**src/rtl/fetch_unit.sv**
```systemverilog
// Instruction fetch unit: a three-state controller (IDLE/REQ/HALT) that issues one
// instruction-memory read per fetch request, tracks the PC, applies branches and times out stalled reads.
module fetch_unit (
  input  logic        clk,
  input  logic        rst_f,
  input  logic        fetch_req,
  input  logic        br_taken,
  input  logic        br_rel,
  input  logic [15:0] br_addr,
  output logic        mem_rd,
  output logic [15:0] mem_addr,
  input  logic        mem_ack,
  input  logic [31:0] mem_rdata,
  output logic [31:0] instr,
  output logic [3:0]  opcode,
  output logic [3:0]  mm,
  output logic [15:0] pc,
  output logic        instr_vld,
  output logic        busy,
  output logic        halted,
  output logic        fetch_err
);

  typedef enum logic [1:0] {
    ST_IDLE = 2'd0,
    ST_REQ  = 2'd1,
    ST_HALT = 2'd2
  } state_t;

  state_t      state_q, state_d;
  logic [15:0] pc_q, pc_d;
  logic [31:0] instr_q, instr_d;
  logic        mem_rd_q, mem_rd_d;
  logic [15:0] mem_addr_q, mem_addr_d;
  logic        instr_vld_q, instr_vld_d;
  logic        fetch_err_q, fetch_err_d;
  logic [3:0]  wait_cnt_q, wait_cnt_d;
  logic        pend_vld_q, pend_vld_d;
  logic [15:0] pend_tgt_q, pend_tgt_d;

  logic [15:0] br_tgt;
  logic        timeout;
  logic        pend_hit;
  logic [15:0] pend_sel;

  // Relative offsets are 16-bit two's complement, so a plain 16-bit add both
  // sign-extends and wraps modulo 2^16.
  assign br_tgt = br_rel ? (pc_q + br_addr) : br_addr;

  // The 16th consecutive REQ cycle without an acknowledge aborts the read;
  // an acknowledge in that same cycle still wins.
  assign timeout = (state_q == ST_REQ) && !mem_ack && (wait_cnt_q == 4'hF);

  // A branch arriving in the very cycle a read resolves is newer than any held one.
  assign pend_hit = pend_vld_q | br_taken;
  assign pend_sel = br_taken ? br_tgt : pend_tgt_q;

  // State register
  always_ff @(posedge clk or negedge rst_f) begin
    if (!rst_f) begin
      state_q <= ST_IDLE;
    end else begin
      state_q <= state_d;
    end
  end

  // Next-state logic
  always_comb begin
    state_d = state_q;
    case (state_q)
      ST_IDLE: begin
        if (fetch_req) begin
          state_d = ST_REQ;
        end
      end
      ST_REQ: begin
        if (mem_ack) begin
          state_d = (mem_rdata[31:28] == 4'hF) ? ST_HALT : ST_IDLE;
        end else if (timeout) begin
          state_d = ST_IDLE;
        end
      end
      ST_HALT: begin
        state_d = ST_HALT;
      end
      default: begin
        state_d = ST_IDLE;
      end
    endcase
  end

  // Output logic
  always_comb begin
    busy   = (state_q == ST_REQ);
    halted = (state_q == ST_HALT);
  end

  // Datapath next-state
  always_comb begin
    pc_d        = pc_q;
    instr_d     = instr_q;
    mem_rd_d    = mem_rd_q;
    mem_addr_d  = mem_addr_q;
    instr_vld_d = 1'b0;
    fetch_err_d = fetch_err_q;
    wait_cnt_d  = wait_cnt_q;
    pend_vld_d  = pend_vld_q;
    pend_tgt_d  = pend_tgt_q;
    case (state_q)
      ST_IDLE: begin
        if (br_taken) begin
          pc_d = br_tgt;
        end
        if (fetch_req) begin
          mem_rd_d   = 1'b1;
          mem_addr_d = br_taken ? br_tgt : pc_q;
          wait_cnt_d = 4'd0;
          pend_vld_d = 1'b0;
        end
      end
      ST_REQ: begin
        if (mem_ack) begin
          instr_d     = mem_rdata;
          pc_d        = pend_hit ? pend_sel : (pc_q + 16'd1);
          mem_rd_d    = 1'b0;
          instr_vld_d = 1'b1;
          pend_vld_d  = 1'b0;
        end else if (timeout) begin
          fetch_err_d = 1'b1;
          mem_rd_d    = 1'b0;
          pc_d        = pend_hit ? pend_sel : pc_q;
          pend_vld_d  = 1'b0;
        end else begin
          wait_cnt_d = wait_cnt_q + 4'd1;
          pend_vld_d = pend_hit;
          pend_tgt_d = pend_sel;
        end
      end
      default: begin
      end
    endcase
  end

  // Datapath registers
  always_ff @(posedge clk or negedge rst_f) begin
    if (!rst_f) begin
      pc_q        <= 16'h0000;
      instr_q     <= 32'h0000_0000;
      mem_rd_q    <= 1'b0;
      mem_addr_q  <= 16'h0000;
      instr_vld_q <= 1'b0;
      fetch_err_q <= 1'b0;
      wait_cnt_q  <= 4'd0;
      pend_vld_q  <= 1'b0;
      pend_tgt_q  <= 16'h0000;
    end else begin
      pc_q        <= pc_d;
      instr_q     <= instr_d;
      mem_rd_q    <= mem_rd_d;
      mem_addr_q  <= mem_addr_d;
      instr_vld_q <= instr_vld_d;
      fetch_err_q <= fetch_err_d;
      wait_cnt_q  <= wait_cnt_d;
      pend_vld_q  <= pend_vld_d;
      pend_tgt_q  <= pend_tgt_d;
    end
  end

  assign pc        = pc_q;
  assign instr     = instr_q;
  assign opcode    = instr_q[31:28];
  assign mm        = instr_q[27:24];
  assign mem_rd    = mem_rd_q;
  assign mem_addr  = mem_addr_q;
  assign instr_vld = instr_vld_q;
  assign fetch_err = fetch_err_q;

endmodule

```
**config.mk**
```make
export PLATFORM = sky130hd
export DESIGN_NAME = fetch_unit
export DESIGN_NICKNAME = d
export VERILOG_FILES = /design/src/rtl/fetch_unit.sv
export SDC_FILE = /design/constraint.sdc
export NUM_CORES = 1
export LEC_CHECK = 0
export ABC_AREA = 1
export BUFFER_PORTS_ARGS = -buffer_cell sky130_fd_sc_hd__buf_4
export CORE_MARGIN = 4
export CORE_UTILIZATION = 55
export CTS_CLUSTER_DIAMETER = 50
export CTS_CLUSTER_SIZE = 28
export DETAILED_ROUTE_END_ITERATION = 10
export PLACE_DENSITY = 0.81
export SLEW_MARGIN = 20
export SYNTH_ARGS = -nofsm -noshare
export SYNTH_HDL_FRONTEND = slang
export SYNTH_SLANG_ARGS = --single-unit
```
**constraint.sdc**
```tcl
create_clock -name clk -period 2.7 [get_ports clk]
set_input_delay 0.27 -clock clk [delete_from_list [all_inputs] [get_ports clk]]
set_output_delay 0.27 -clock clk [all_outputs]
set_load 0.05 [all_outputs]
```
==> metrics <==
run status completed; crit path buf inv count 0; most frequent CP cell nand2_1; clock sinks 90; design area 6840 sq um; Initial Utilization 56.6%; Ports 131; antenna cell count 0; cts bufs inserted 9; Area growth, synth to finish 23.7%; LEAKAGE 0.00380 uW; Placement Rows 36; cell chain of the critical path ha_1 > fa_1 > nand2_1 > nand2_1 > and2_1 > nand3_1 > nand3_1 > nand2_1 > nand3_1 > nand2_1 > o21ai_0 > nand2_1 > nand2_1 > nand2_1 > nand2_1; biggest area consumer among synthesized cells dfrtp_1; CP Class reg2reg; Post-DP Area 6630 sq um; Iter 0 DRT Violations 383; Fin. Hold Viols 0; Clock transition at path regs 0.09 ns; syn avg cell area 6.94 sq um; sequential fraction of the synthesis area 40.7%; fin crit share 88.6%; root buf cell clkbuf_8; PD cells 1230 nW/um^2; Overall Power 8380 uW; CP Capture Type register; CP max stage cell dfrtp_1; Tot GR Track Use 26.6%; Fillers 834; Core Area 9770 sq um; Synth warnings 0; max cap viols 0; wire per inst 14.6 um; Startpoint Class register; Vias 5558; Via-to-Cell Ratio 5.25; Max Fclk 0.418 GHz; crit path DAT 2.64 ns; total gr overflow 0; worst hold path class in2reg; Critical Path RT 2.95 ns; clk_lat worst skew 0.35 ns; CP max stage delay 0.47 ns; drt total wl 15500 um; Die H 108 um; worst slew pin tran 0.928 ns; number of global-route vias before repair 5314; Final HPWL DP 11400 um; maximum clock path buffer count 2; number of port buffers 130; area of the multi-input gates 2770 sq um; H-tree Lvls 3; Reg area 2250 sq um; CTS tree done; DR DRC count 0; CP top delay family simple AND/OR/NAND/NOR gates; Peak VDD IR 0.851 mV; flops & latches, synth 90; initial antenna violation count 0; first-pass GRT wire length 24900 um; count of cell types in the netlist 40; clk_skew 0.0109 ns; Final setup violation count 0; DR pass1 iterations 5; remaining antenna violation count after routing 0; Setup Buffers After CTS 0; CP Max Fanout 6; syn_nets 869; TNS Setup 0 ns; Mapped Cells 797; Final min period 2.39 ns; DIE WIDTH 108 um; Final #Nets 992; Slew Limit Fails 0; Rel. slew slack 38.1%; die area 11700 sq um; main area contributors after synthesis dfrtp_1 (41%), nand2_1 (22%), inv_1 (5.6%), o21ai_0 (4.3%), nor2_1 (4.0%); Post-Synthesis Cell Area 5530 sq um; RSZ-0062 raised after global routing false; share of the synthesized area in the top cell type 40.7%; largest net degree at the start of global routing 52; RD Place Congestion 0.883; share of cells above drive strength 1 19.4%
-- routing by layer --
layer / GRT usage (%) / vias up / share of wire, %
met4: 10.1 / 0 / 2.9
met1: 33.3 / 2566 / 39
met5: 0 / - / 0
met2: 46.7 / 204 / 52
met3: 3.46 / 35 / 5.4
li1: - / 2753 / -
-- cells in the mapped netlist --
cell         n
buf_6        2
a21o_1       1
nor3_1       3
a31oi_1     18
a2bb2oi_1    2
o21bai_1     3
inv_2        4
ha_1        17
inv_1       83
a21boi_1     2
and2_1       1
buf_2        3
xnor2_1      3
a31o_2       1
nor3_4       1
clkbuf_1    16
or2_2        1
nand3_2      2
nor3b_1      1
xor2_1       3
nand2_1    324
clkinv_1     1
a21oi_1     24
or2_0        1
nand4_4      1
buf_4        9
nor2_1      59
fa_1         1
nand4_1      6
nor2_2       2
a22oi_1      4
o21ai_1      1
or2_1        1
buf_1        5
dfrtp_1     90
o21ai_0     47
nand3_1     42
o211ai_1     6
nor2_4       4
nand2_2      2
-- kinds of logic after synthesis --
| logic type | after synthesis | share of synthesized area (%) |
|---|---|---|
| DFF | 90 | 40.7 |
| buffers and inverters | 123 | 9.30 |
| AOI/OAI and AO/OA | 109 | 11.2 |
| xor gates and xnor gates | 6 | 0.950 |
| and+or+nand+nor | 451 | 33.6 |
| adders and majority gates | 18 | 4.21 |
-- worst min-delay path: cells and delay by family --
kind,cells,cell delay [ns]
buffers and inverters,1,0.08
AND/OR/NAND/NOR,2,0.09
-- layout make-up --
class | instances | area share [%]
clock inverter | 3 | 0.677
tap | 133 | 2.43
timing repair buffer | 147 | 16.4
inverter | 88 | 4.83
clock buffer | 13 | 2.32
multi-input combinational | 584 | 40.5
sequential | 90 | 32.9
-- registers in the layout, indices dropped and copies added (netlist names) --
| signal | count |
|---|---|
| pend_vld_q | 1 |
| instr | 32 |
| pend_tgt_q | 16 |
| mem_addr | 16 |
| instr_vld | 1 |
| pc | 16 |
| fetch_err | 1 |
| mem_rd | 1 |
| state_q | 2 |
| wait_cnt_q | 4 |
-- per-stage QoR --
stage	util (%)	std cells	hold slack [ns]	setup WS, ns
after floorplan	-	797	-0.0256	0.356
after global placement	67.8	1041	0.294	0.479
after detailed placement	67.8	1041	0.292	0.357
after CTS	70.0	1058	0.107	0.336
after global routing	70.0	1058	0.110	0.128
final	70.0	1058	0.111	0.308
-- worst paths after layout --
kind	depth (start not counted)	to	start	slack, ns
max reg2reg	15	pc[12]$_DFFE_PN0P_	pc[0]$_DFFE_PN0P_	0.31
max	15	pc[12]$_DFFE_PN0P_	pc[0]$_DFFE_PN0P_	0.31
min in group asynchronous	2	pc[0]$_DFFE_PN0P_	rst_f	0.45
min reg2reg	2	instr[0]$_DFFE_PN0P_	instr[0]$_DFFE_PN0P_	0.48
max in group asynchronous	3	instr[10]$_DFFE_PN0P_	rst_f	1.58
min	3	instr[7]$_DFFE_PN0P_	mem_rdata[7]	0.11
-- where the power goes --
part           leakage (uW)  total [uW]  internal, uW  switching (uW)
Clock              0.000100         954           484             470
Sequential          0.00110        2330          1890             437
Combinational       0.00260        5100          1570            3530
Total               0.00380        8380          3950            4440
-- placed cells by master (no fill, tap or decap), types with 2 or more instances in the layout --
master / n
nand3_2: 2
a21oi_1: 24
buf_4: 145
nand4_1: 6
dfrtp_1: 90
a31oi_1: 18
ha_1: 17
nor3_1: 3
inv_1: 83
nand2_1: 324
nand3_1: 42
inv_2: 4
a2bb2oi_1: 2
nand2_2: 2
clkbuf_1: 2
a22oi_1: 4
nor2_4: 4
o211ai_1: 6
xnor2_1: 3
nor2_2: 3
clkbuf_8: 11
a21boi_1: 2
nor2_1: 58
xor2_1: 3
o21bai_1: 3
o21ai_0: 47
-- timing repair --
| action | 4_1_cts | 5_1_grt |
|---|---|---|
| gates resized for setup | 0 | 0 |
| hold buffers | 1 | 0 |
| endpoints found under the hold margin | 39 | 0 |
Power figures use the tool's default switching activity.
